File: src/rtl/ps2_kbd_ctrl.sv
// PS/2 keyboard scan-code decoder: pops bytes from a receiver FIFO, folds
// E0/F0 prefixes into key events, swallows the Pause (E1) sequence as a
// single event, and tracks the currently held key and a press counter.
module ps2_kbd_ctrl #(
  parameter int TMO_CYC = 50000
) (
  input  logic       clk,
  input  logic       clrn,
  input  logic [7:0] kb_data,
  input  logic       kb_ready,
  input  logic       kb_overflow,
  output logic       kb_rd,
  output logic       key_valid,
  output logic [7:0] key_code,
  output logic       key_ext,
  output logic       key_release,
  output logic       key_held,
  output logic [7:0] press_cnt,
  output logic       err
);

  localparam int TW = $clog2(TMO_CYC + 1);

  typedef enum logic [1:0] {IDLE, POP, DECODE, SKIP} state_t;

  state_t          state;
  logic [7:0]      byte_reg;
  logic            ext_flag;
  logic            brk_flag;
  logic [2:0]      skip_cnt;
  logic [TW-1:0]   tmo_cnt;
  logic [8:0]      held_key;

  // Main controller: byte handshake, prefix decoding, pause skipping,
  // held-key tracking, prefix timeout and overflow handling.
  // Within the pause sequence the only legal E1 is the one arriving while
  // five bytes remain (third byte after the leading E1); any other E1 means
  // the sequence was broken and it is restarted with err raised.
  always_ff @(posedge clk or negedge clrn) begin
    if (!clrn) begin
      state       <= IDLE;
      kb_rd       <= 1'b0;
      key_valid   <= 1'b0;
      key_code    <= 8'h00;
      key_ext     <= 1'b0;
      key_release <= 1'b0;
      key_held    <= 1'b0;
      press_cnt   <= 8'h00;
      err         <= 1'b0;
      byte_reg    <= 8'h00;
      ext_flag    <= 1'b0;
      brk_flag    <= 1'b0;
      skip_cnt    <= 3'd0;
      tmo_cnt     <= '0;
      held_key    <= 9'h000;
    end else begin
      kb_rd     <= 1'b0;
      key_valid <= 1'b0;

      if (kb_overflow && (state == SKIP || skip_cnt != 3'd0)) begin
        state    <= IDLE;
        skip_cnt <= 3'd0;
      end else begin
        case (state)
          IDLE: begin
            if (kb_ready) begin
              kb_rd <= 1'b1;
              state <= POP;
            end
          end

          POP: begin
            byte_reg <= kb_data;
            state    <= DECODE;
          end

          DECODE: begin
            if (skip_cnt != 3'd0) begin
              if (byte_reg == 8'hE1 && skip_cnt != 3'd5) begin
                err      <= 1'b1;
                skip_cnt <= 3'd7;
                state    <= SKIP;
              end else if (skip_cnt == 3'd1) begin
                skip_cnt    <= 3'd0;
                key_valid   <= 1'b1;
                key_code    <= 8'hE1;
                key_ext     <= 1'b0;
                key_release <= 1'b0;
                state       <= IDLE;
              end else begin
                skip_cnt <= skip_cnt - 3'd1;
                state    <= SKIP;
              end
            end else begin
              state <= IDLE;
              case (byte_reg)
                8'hE0: ext_flag <= 1'b1;
                8'hF0: brk_flag <= 1'b1;
                8'hE1: begin
                  skip_cnt <= 3'd7;
                  ext_flag <= 1'b0;
                  brk_flag <= 1'b0;
                  state    <= SKIP;
                end
                8'hAA, 8'hFA, 8'hFE, 8'h00: begin
                  ext_flag <= 1'b0;
                  brk_flag <= 1'b0;
                end
                default: begin
                  key_valid   <= 1'b1;
                  key_code    <= byte_reg;
                  key_ext     <= ext_flag;
                  key_release <= brk_flag;
                  ext_flag    <= 1'b0;
                  brk_flag    <= 1'b0;
                  if (!brk_flag) begin
                    if (!key_held || held_key != {ext_flag, byte_reg}) begin
                      press_cnt <= press_cnt + 8'd1;
                      held_key  <= {ext_flag, byte_reg};
                      key_held  <= 1'b1;
                    end
                  end else if (key_held && held_key == {ext_flag, byte_reg}) begin
                    key_held <= 1'b0;
                  end
                end
              endcase
            end
          end

          SKIP: begin
            if (kb_ready) begin
              kb_rd <= 1'b1;
              state <= POP;
            end
          end

          default: state <= IDLE;
        endcase
      end

      if (state == IDLE && (ext_flag || brk_flag) && !kb_ready) begin
        if (tmo_cnt == TW'(TMO_CYC - 1)) begin
          ext_flag <= 1'b0;
          brk_flag <= 1'b0;
          tmo_cnt  <= '0;
        end else begin
          tmo_cnt <= tmo_cnt + 1'b1;
        end
      end else if (state == POP) begin
        tmo_cnt <= '0;
      end

      if (kb_overflow) begin
        err      <= 1'b1;
        ext_flag <= 1'b0;
        brk_flag <= 1'b0;
      end
    end
  end

endmodule
File: config.mk
export PLATFORM = sky130hd
export DESIGN_NAME = ps2_kbd_ctrl
export DESIGN_NICKNAME = d
export VERILOG_FILES = /design/src/rtl/ps2_kbd_ctrl.sv
export SDC_FILE = /design/constraint.sdc
export NUM_CORES = 1
export LEC_CHECK = 0
export ABC_AREA = 0
export BUFFER_PORTS_ARGS = -buffer_cell sky130_fd_sc_hd__buf_2
export CAP_MARGIN = 5
export CORE_ASPECT_RATIO = 0.6
export CORE_MARGIN = 3
export CORE_UTILIZATION = 55
export CTS_BUF_LIST = sky130_fd_sc_hd__clkbuf_4
export CTS_CLUSTER_SIZE = 12
export DETAILED_ROUTE_END_ITERATION = 8
export HOLD_SLACK_MARGIN = 0.05
export PLACE_DENSITY = 0.85
export SLEW_MARGIN = 30
export SYNTH_ARGS = -nofsm -noshare
export SYNTH_HDL_FRONTEND = slang
export SYNTH_SLANG_ARGS = --single-unit
File: constraint.sdc
create_clock -name clk -period 2.1 [get_ports clk]
set_input_delay 0 -clock clk [delete_from_list [all_inputs] [get_ports clk]]
set_output_delay 0 -clock clk [all_outputs]
set_load 0.05 [all_outputs]
==> results of run 1 <==
[layer usage]
layer / vias up / track usage, %
met1: 1313 / 36.1
met4: 0 / 8.56
li1: 1254 / -
met5: - / 0
met3: 14 / 5.89
met2: 109 / 32.5
[critical path: stages (launching register included)]
cell and delay [ps]:
dfrtp_2 480, or3_1 370, a211o_1 320, nand4_4 140
buf_6 180, a21o_4 170, inv_2 70, o22a_1 190
[Yosys cell counts, types with 2 or more instances]
cell type	instances
nor2_1	15
o22ai_1	3
a22o_1	11
o21ai_0	20
a211oi_1	4
nand4_1	10
nand2_1	20
nand4b_1	2
clkbuf_1	5
and2_1	2
a21o_1	4
buf_6	3
mux2_2	9
clkbuf_2	2
or3_1	4
nand3_1	12
a22oi_1	2
inv_1	12
o21a_1	3
o2bb2ai_1	2
o22a_1	4
buf_2	2
and3_1	2
nor3_1	9
ha_1	9
xor2_1	9
xnor2_1	9
nor4_1	8
dfrtp_1	62
a21oi_1	8
nor3b_1	2
nor4b_2	2
mux2_4	9
[final cells by class]
type	instances	area (um^2)
Clock inverter	5	27.5
Multi-Input combinational cell	215	1650
Tap cell	80	100
Sequential cell	62	1550
Timing Repair Buffer	71	497
Fill cell	442	1730
Clock buffer	10	75.1
Inverter	13	48.8
[kinds of logic after synthesis]
group | Yosys count | synth area share, %
muxes | 19 | 7.53
xor gates and xnor gates | 18 | 4.81
DFF | 62 | 47.4
buffers and inverters | 26 | 3.94
adders and majority gates | 9 | 3.44
and+or+nand+nor | 100 | 18.1
AOI/OAI and AO/OA | 69 | 14.8
[power groups by stage]
stage	clock network (mW)	registers (mW)	logic, mW
global route	0.740	2.06	3.09
global placement	0	2.00	2.64
floorplan	0	2.42	1.56
finish	0.673	2.01	2.88
detailed placement	0	2.02	2.72
CTS	0.693	2.00	2.75
[worst max path at each step]
stage                                  startpoint                      end  slack (ps)  cells after the start
after global routing      byte_reg[2]$_DFFE_PN0P_  key_code[6]$_DFFE_PN0P_         -20                      7
after detailed placement  byte_reg[2]$_DFFE_PN0P_  key_code[6]$_DFFE_PN0P_          30                      7
after floorplan           skip_cnt[0]$_DFFE_PN0P_  held_key[1]$_DFFE_PN0P_          30                      8
final                     byte_reg[2]$_DFFE_PN0P_  key_code[6]$_DFFE_PN0P_          70                      7
after CTS                 byte_reg[2]$_DFFE_PN0P_  key_code[6]$_DFFE_PN0P_           6                      7
after global placement    skip_cnt[0]$_DFFE_PN0P_  held_key[0]$_DFFE_PN0P_         110                      8
[repair_timing]
action                     4_1_cts  5_1_grt
setup endpoints to repair        0       18
hold endpoints to repair        76        0
resized for setup                0        8
setup buffers                    0        4
hold buffers                    12        0
[layout by cell type (no fill, tap or decap), types with 10 or more instances in the layout]
cell,instances
dfrtp_1,61
buf_4,24
inv_1,11
dlygate4sd3_1,12
buf_2,33
a22o_1,11
clkbuf_4,10
nand2_1,20
nor2_1,15
nand3_1,12
nand4_1,10
o21ai_0,20
[through the flow]
stage               setup slack (ps)  power, mW  area (um^2)  utilization (%)  std cells
global route                   -16.1       5.89         3950             69.6        456
finish                          72.8       5.57         3950             69.6        456
floorplan                       26.6       3.98         3290                -        303
detailed placement              29.8       4.74         3650             64.3        425
global placement                 114       4.64         3650             64.3        425
CTS                             5.95       5.44         3870             68.2        452
==> impl_metrics.toml, run 1 <==
[drt]
routed_via_density = 5.90
wl_per_cell_um = 17.2
highest_layer = "met4"
dr.pass1.iters = 4
drt_iter0_drc = 207
wl_met1_um = 3870
dr_wl_met3_um = 496
route.detailed.drc = 0
vias = 2690
drtAntennaViolNets = 0
dr_wl_met2_um = 3330
drt-total-wl_um = 7820

[pwr]
seqPwrFrac_pct = 36.2
irDropWorstVdd_mv = 0.753
clock_power_share_pct = 12.1
switchingPower_mw = 2.53
p_per_area_nw_per_um2 = 1410
internal_power_mw = 3.04
comb_power_share_pct = 51.7
leakagePower_nw = 1.77
netSwitchingFraction_pct = 45.5

[synthesis]
synth_warnings = 0
ys_seq_area_share_pct = 47.4
netlist.area_leader.share_pct = 47.4
synthTopCellsByArea = "dfrtp_1, mux2_4, ha_1"
syn_inst = 303
synth_edf_count = 0
ys_types = 56
async_reset_ff_share_pct = 100
synth_nets = 324
ys_ff_latch = 62
avgSynthCellArea_um2 = 10.8
synth-main-ff-cell = "dfrtp_1"
syn_area_um2 = 3270
yosys.area.top_type = "dfrtp_1"

[final_layout]
largest_reg_flops = 16
antenna-diode-count = 0
top_register = "tmo_cnt"
top_regs = "tmo_cnt (16), held_key (9)"
layout.nets = 393
syn_to_final_growth_pct = 20.6
drive_gt1_share_pct = 28.7

[critical_path]
rr_worst_depth = 7
timing.rr.end = "key_code[6]$_DFFE_PN0P_"
critical_path.max_fanout = 12
cp-end-kind = "register"
r2r_slack_ps = 70
reg2reg_from = "byte_reg[2]$_DFFE_PN0P_"
crit_type = "reg2reg"
critPathRequiredTime_ps = 2390
worstPathArrival_ps = 2320
cp-start-kind = "register"

[sta]
fin_crit_ps = 2030
setup_viol = 0
fin_setup_tns_ps = 0
clock.fmax_mhz = 493
period_share_pct = 96.5
hold_slack_ps = 139
slew_headroom_pct = 51.4
clock_skew_ps = 18.2
hold_violations = 0
worst_pin_slew_ps = 726
slew_violations = 0

[clock_network]
clock-sinks = 62
clockBufferDepth = 2
cts.clk_slew.worst_paths_ps = 110
cts-root-buf = "clkbuf_4"
clkLatencyLatePin_ps = 410
cts_tree = "done"
htreeDepth = 3
cts_buffers = 9

[global_route]
grt_pass1_wl_um = 12700
gr-total-overflow = 0
grt_pass1_vias = 2518
antenna_found_initial = 0
grt_max_degree = 29
grt_use_total_pct = 23.7

[min_path]
min_path_type = "in2async"

[die]
die_w_um = 106
dieArea_um2 = 6950
initial_core_util_pct = 57.7
std_cell_rows = 21
die_h_um = 65.8
io_pins = 34
coreArea_um2 = 5680

[placement]
io_buffers = 33
place_hpwl_um = 5540
routabilityCongestion = 0.880

[outcome]
status = "finished, final reports clean"

[job]
maxCapViolCount = 0
No activity file was read; power rests on OpenSTA's default activity.
==> run 2: changes to the inputs <==
--- a/config.mk
+++ b/config.mk
@@ -8,14 +8,15 @@
 export ABC_AREA = 0
 export BUFFER_PORTS_ARGS = -buffer_cell sky130_fd_sc_hd__buf_2
 export CAP_MARGIN = 5
-export CORE_ASPECT_RATIO = 0.6
+export CELL_PAD_IN_SITES_DETAIL_PLACEMENT = 0
+export CELL_PAD_IN_SITES_GLOBAL_PLACEMENT = 1
 export CORE_MARGIN = 3
-export CORE_UTILIZATION = 55
+export CORE_UTILIZATION = 44
 export CTS_BUF_LIST = sky130_fd_sc_hd__clkbuf_4
 export CTS_CLUSTER_SIZE = 12
 export DETAILED_ROUTE_END_ITERATION = 8
 export HOLD_SLACK_MARGIN = 0.05
-export PLACE_DENSITY = 0.85
+export PLACE_DENSITY = 0.86
 export SLEW_MARGIN = 30
 export SYNTH_ARGS = -nofsm -noshare
 export SYNTH_HDL_FRONTEND = slang
==> run 2 against run 1 <==
  * Sequential cell count is the same
  * Setup slack gained 9.9 ps
  * Count of clock-buffer cells in the layout shrank 1
  * Via count shrank 2.6%
  * Core utilization shrank 13 points
  * Combinational power shrank 3%
  * Critical path depth grew 1
==> impl_metrics.toml, run 2 (synthesis gave the netlist of run 1 again) <==
[outcome]
status = "finished, final reports clean"

[critical_path]
cp-start-kind = "register"
worstPathArrival_ps = 2310
reg2reg_from = "skip_cnt[0]$_DFFE_PN0P_"
r2r_slack_ps = 80
crit_type = "reg2reg"
rr_worst_depth = 8
critPathRequiredTime_ps = 2400
timing.rr.end = "held_key[0]$_DFFE_PN0P_"
cp-end-kind = "register"
critical_path.max_fanout = 7

[global_route]
grt_pass1_wl_um = 12600
grt_use_total_pct = 18.5
grt_max_degree = 35
antenna_found_initial = 0
grt_pass1_vias = 2506
gr-total-overflow = 0

[sta]
worst_pin_slew_ps = 523
rsz0062_at_grt = "yes"
slew_violations = 0
hold_violations = 0
slew_headroom_pct = 64.8
fin_crit_ps = 2020
hold_slack_ps = 145
clock_skew_ps = 22.0
clock.fmax_mhz = 496
setup_viol = 0
period_share_pct = 96.1

[clock_network]
cts_tree = "done"
htreeDepth = 3
cts.clk_slew.worst_paths_ps = 120
cts_buffers = 9
clock-sinks = 62
clkLatencyLatePin_ps = 420
clockBufferDepth = 2
cts-root-buf = "clkbuf_4"

[drt]
vias = 2621
drt_iter0_drc = 116
dr.pass1.iters = 4
drt-total-wl_um = 7390
drtAntennaViolNets = 0
route.detailed.drc = 0
wl_per_cell_um = 15.8
routed_via_density = 5.59

[die]
initial_core_util_pct = 46.6
die_w_um = 92.3
std_cell_rows = 30
dieArea_um2 = 8510
die_h_um = 92.3
coreArea_um2 = 7020
io_pins = 34

[final_layout]
drive_gt1_share_pct = 28.2
mostFrequentLayoutCells = "dfrtp_1, buf_2, buf_4, nand2_1, o21ai_0"
top_regs = "tmo_cnt (16), held_key (9)"
syn_to_final_growth_pct = 22.1
largest_reg_flops = 16
top_register = "tmo_cnt"
final_core_util_pct = 57.0
layout_commonest_cell = "dfrtp_1"
antenna-diode-count = 0
layout.nets = 389

[job]
maxCapViolCount = 0

[min_path]
min_path_type = "in2async"

[placement]
place_hpwl_um = 5130
io_buffers = 33
routabilityCongestion = 0.876

[pwr]
irDropWorstVdd_mv = 0.736
leakagePower_nw = 1.78
p_per_area_nw_per_um2 = 1440
[run 2: through the flow]
step                      TNS, ps  std cells  instance area, um^2  total power, mW  worst slack, ps
after CTS                       0        468                 3950             5.75             24.5
after global placement          0        440                 3660             4.65             68.0
after global routing        -90.8        469                 4000             6.12            -37.7
after floorplan                 0        303                 3290             3.98             26.6
final                           0        469                 4000             5.76             82.7
after detailed placement        0        440                 3660             4.71             38.9
[run 2: how the worst max path moves through the flow]
stage	endpoint	start	slack [ps]
4_1_cts	key_code[5]$_DFFE_PN0P_	byte_reg[2]$_DFFE_PN0P_	20
6_report	held_key[0]$_DFFE_PN0P_	skip_cnt[0]$_DFFE_PN0P_	80
3_3_place_gp	key_code[0]$_DFFE_PN0P_	byte_reg[2]$_DFFE_PN0P_	70
3_5_place_dp	key_code[0]$_DFFE_PN0P_	byte_reg[2]$_DFFE_PN0P_	40
5_1_grt	held_key[0]$_DFFE_PN0P_	skip_cnt[0]$_DFFE_PN0P_	-40
2_1_floorplan	held_key[1]$_DFFE_PN0P_	skip_cnt[0]$_DFFE_PN0P_	30
[run 2: critical path, stage by stage (launching register included)]
cell and delay, ps:
dfrtp_1 410, inv_2 100, ha_4 170, nand2b_4 90, a211oi_4 270, nand4_4 150
nor3_4 200, buf_4 180, mux2_2 330
[run 2: power breakdown]
group / switching, mW / internal [mW] / total, mW
clock network: 0.506 / 0.501 / 1.01
logic: 1.63 / 1.16 / 2.79
registers: 0.380 / 1.58 / 1.96
[run 2: metal layers]
metal / global-route usage (%) / part of all wire [%] / vias to the layer above
li1: - / - / 1247
met3: 3.36 / 4.8 / 11
met1: 26.4 / 47 / 1296
met4: 6.31 / 1.5 / 0
met2: 28.5 / 47 / 67
met5: 0 / 0 / -
[run 2: cell type report]
type                       count  area, um^2
clock buffer                   9        67.6
clock inverter                 7         104
sequential                    62        1550
multi-input combinational    215        1640
inverter                      13        48.8
fill                         614        3020
timing repair buffer          67         463
tap                           96         120
[run 2: timing repair]
| item | in CTS | in global routing |
|---|---|---|
| endpoints found under the hold margin | 77 | 0 |
| setup buffers | 0 | 1 |
| gates resized for setup | 0 | 7 |
| setup endpoints to repair | 0 | 17 |
| hold buffers | 12 | 0 |
==> run 3: changes to the inputs <==
--- a/config.mk
+++ b/config.mk
@@ -10,7 +10,7 @@
 export CAP_MARGIN = 5
 export CELL_PAD_IN_SITES_DETAIL_PLACEMENT = 0
 export CELL_PAD_IN_SITES_GLOBAL_PLACEMENT = 1
-export CORE_MARGIN = 3
+export CORE_MARGIN = 1
 export CORE_UTILIZATION = 44
 export CTS_BUF_LIST = sky130_fd_sc_hd__clkbuf_4
 export CTS_CLUSTER_SIZE = 12
==> run 3 against run 2 <==
  * Final cell count grew 1.3%
  * Combinational power grew 1%
  * Setup slack lost 28 ps
==> impl_metrics.toml, run 3 (synthesis gave the netlist of run 1 again) <==
[sta]
hold_violations = 0
slew_headroom_pct = 72.5
fin_crit_ps = 2050
worst_pin_slew_ps = 409
setup_slack_ps = 54.5
hold_slack_ps = 127
clock.fmax_mhz = 489
clock_skew_ps = 10.8
fin_setup_tns_ps = 0
setup_viol = 0
period_share_pct = 97.4
slew_violations = 0

[critical_path]
critical_path.max_fanout = 7
cp-start-kind = "register"
worstPathArrival_ps = 2340
crit_type = "reg2reg"
cp-end-kind = "register"
reg2reg_from = "skip_cnt[1]$_DFFE_PN0P_"
timing.rr.end = "key_code[2]$_DFFE_PN0P_"
critPathRequiredTime_ps = 2390
crit_start = "skip_cnt[1]$_DFFE_PN0P_"
rr_worst_depth = 7
r2r_slack_ps = 50
endpoint = "key_code[2]$_DFFE_PN0P_"

[final_layout]
layout.nets = 392
final_area_um2 = 4030
layout_commonest_cell = "dfrtp_1"
drive_gt1_share_pct = 28.5
mostFrequentLayoutCells = "dfrtp_1, buf_2, buf_4, nand2_1, o21ai_0"
syn_to_final_growth_pct = 23.0
top_regs = "tmo_cnt (16), held_key (9)"
largest_reg_flops = 16
top_register = "tmo_cnt"
antenna-diode-count = 0

[job]
maxCapViolCount = 0

[drt]
route.detailed.drc = 0
drtAntennaViolNets = 0
dr.pass1.iters = 4
wl_per_cell_um = 15.8
drt-total-wl_um = 7510
vias = 2562
routed_via_density = 5.39
drt_iter0_drc = 128

[clock_network]
cts_tree = "done"
post_cts_buffers = 0
clock-sinks = 62
clkLatencyLatePin_ps = 400
cts_buffers = 9
cts-root-buf = "clkbuf_4"
cts.clk_slew.worst_paths_ps = 110
clockBufferDepth = 2
htreeDepth = 3

[die]
coreArea_um2 = 7210
die_w_um = 88.3
dieArea_um2 = 7790
die_h_um = 88.3
io_pins = 34
initial_core_util_pct = 45.4
std_cell_rows = 31

[global_route]
grt_max_degree = 63
grt_pass1_vias = 2494
grt_use_total_pct = 20.4
grt_pass1_wl_um = 12100
antenna_found_initial = 0
gr-total-overflow = 0

[placement]
placed_area_um2 = 3700
io_buffers = 33
detailedPlace.worstSlack_ps = 39.0
place_hpwl_um = 4950
routabilityCongestion = 0.822

[pwr]
p_per_area_nw_per_um2 = 1450
leakagePower_nw = 1.80
irDropWorstVdd_mv = 0.983

[outcome]
status = "finished, final reports clean"

[min_path]
min_path_type = "in2async"
-- run 3: changes by cell type in the layout (fill, tap and decap cells not counted) --
cell,previous run,this run
inv_6,4,0
buf_4,21,24
and4_1,0,1
and4_2,1,0
buf_6,0,1
bufinv_16,2,3
clkbuf_4,9,10
clkinv_1,0,1
clkinvlp_4,0,1
dlygate4sd3_1,12,11
nand4_2,0,1
nand4_4,1,0
-- run 3: power by group --
group	switching, mW	internal, mW
combinational	1.66	1.17
clock	0.467	0.615
sequential	0.369	1.58
total	2.49	3.36
-- run 3: final cells by class --
type / count / area (um^2)
timing repair buffer: 70 / 487
multi-input combinational: 215 / 1630
tap: 99 / 124
fill: 637 / 3190
inverter: 13 / 48.8
clock buffer: 10 / 75.1
clock inverter: 6 / 110
sequential: 62 / 1550
-- run 3: how the worst min path moves through the flow --
| stage | startpoint | endpoint | slack (ps) | cells past startpoint |
|---|---|---|---|---|
| 5_1_grt | clrn | tmo_cnt[6]$_DFFE_PN0P_ | 140 | 3 |
| 4_1_cts | clrn | key_code[0]$_DFFE_PN0P_ | 140 | 3 |
| 3_5_place_dp | clrn | tmo_cnt[10]$_DFFE_PN0P_ | 40 | 2 |
| 6_report | clrn | err$_DFFE_PN0P_ | 130 | 3 |
| 2_1_floorplan | clrn | brk_flag$_DFF_PN0_ | -300 | 0 |
| 3_3_place_gp | clrn | tmo_cnt[10]$_DFFE_PN0P_ | 30 | 2 |
-- run 3: critical path, stage by stage, from the launching register on --
cell and delay, ps:
dfrtp_1 390, inv_1 140, ha_1 250, nand2_1 110, nand4_1 190, or3b_1 400
a21o_4 270, a22o_1 190
-- run 3: through the flow --
step	total power, mW	utilization, %	instances
after floorplan	3.98	-	303
after global placement	4.65	51.3	448
after detailed placement	4.71	51.3	448
after CTS	5.84	55.5	475
after global routing	6.17	55.8	475
final	5.86	55.8	475
-- run 3: what timing repair did --
action	in CTS	in global routing
gates resized for setup	1	5
hold endpoints to repair	76	0
setup endpoints to repair	1	15
pin swaps	0	2
hold buffers	11	0
-- run 3: routing by layer --
metal	track usage, %	vias up	wire length (um)
li1	-	1249	-
met1	27.3	1252	3520
met2	33.1	49	3670
met3	3.54	12	200
met4	8.36	0	117
met5	0	-	0
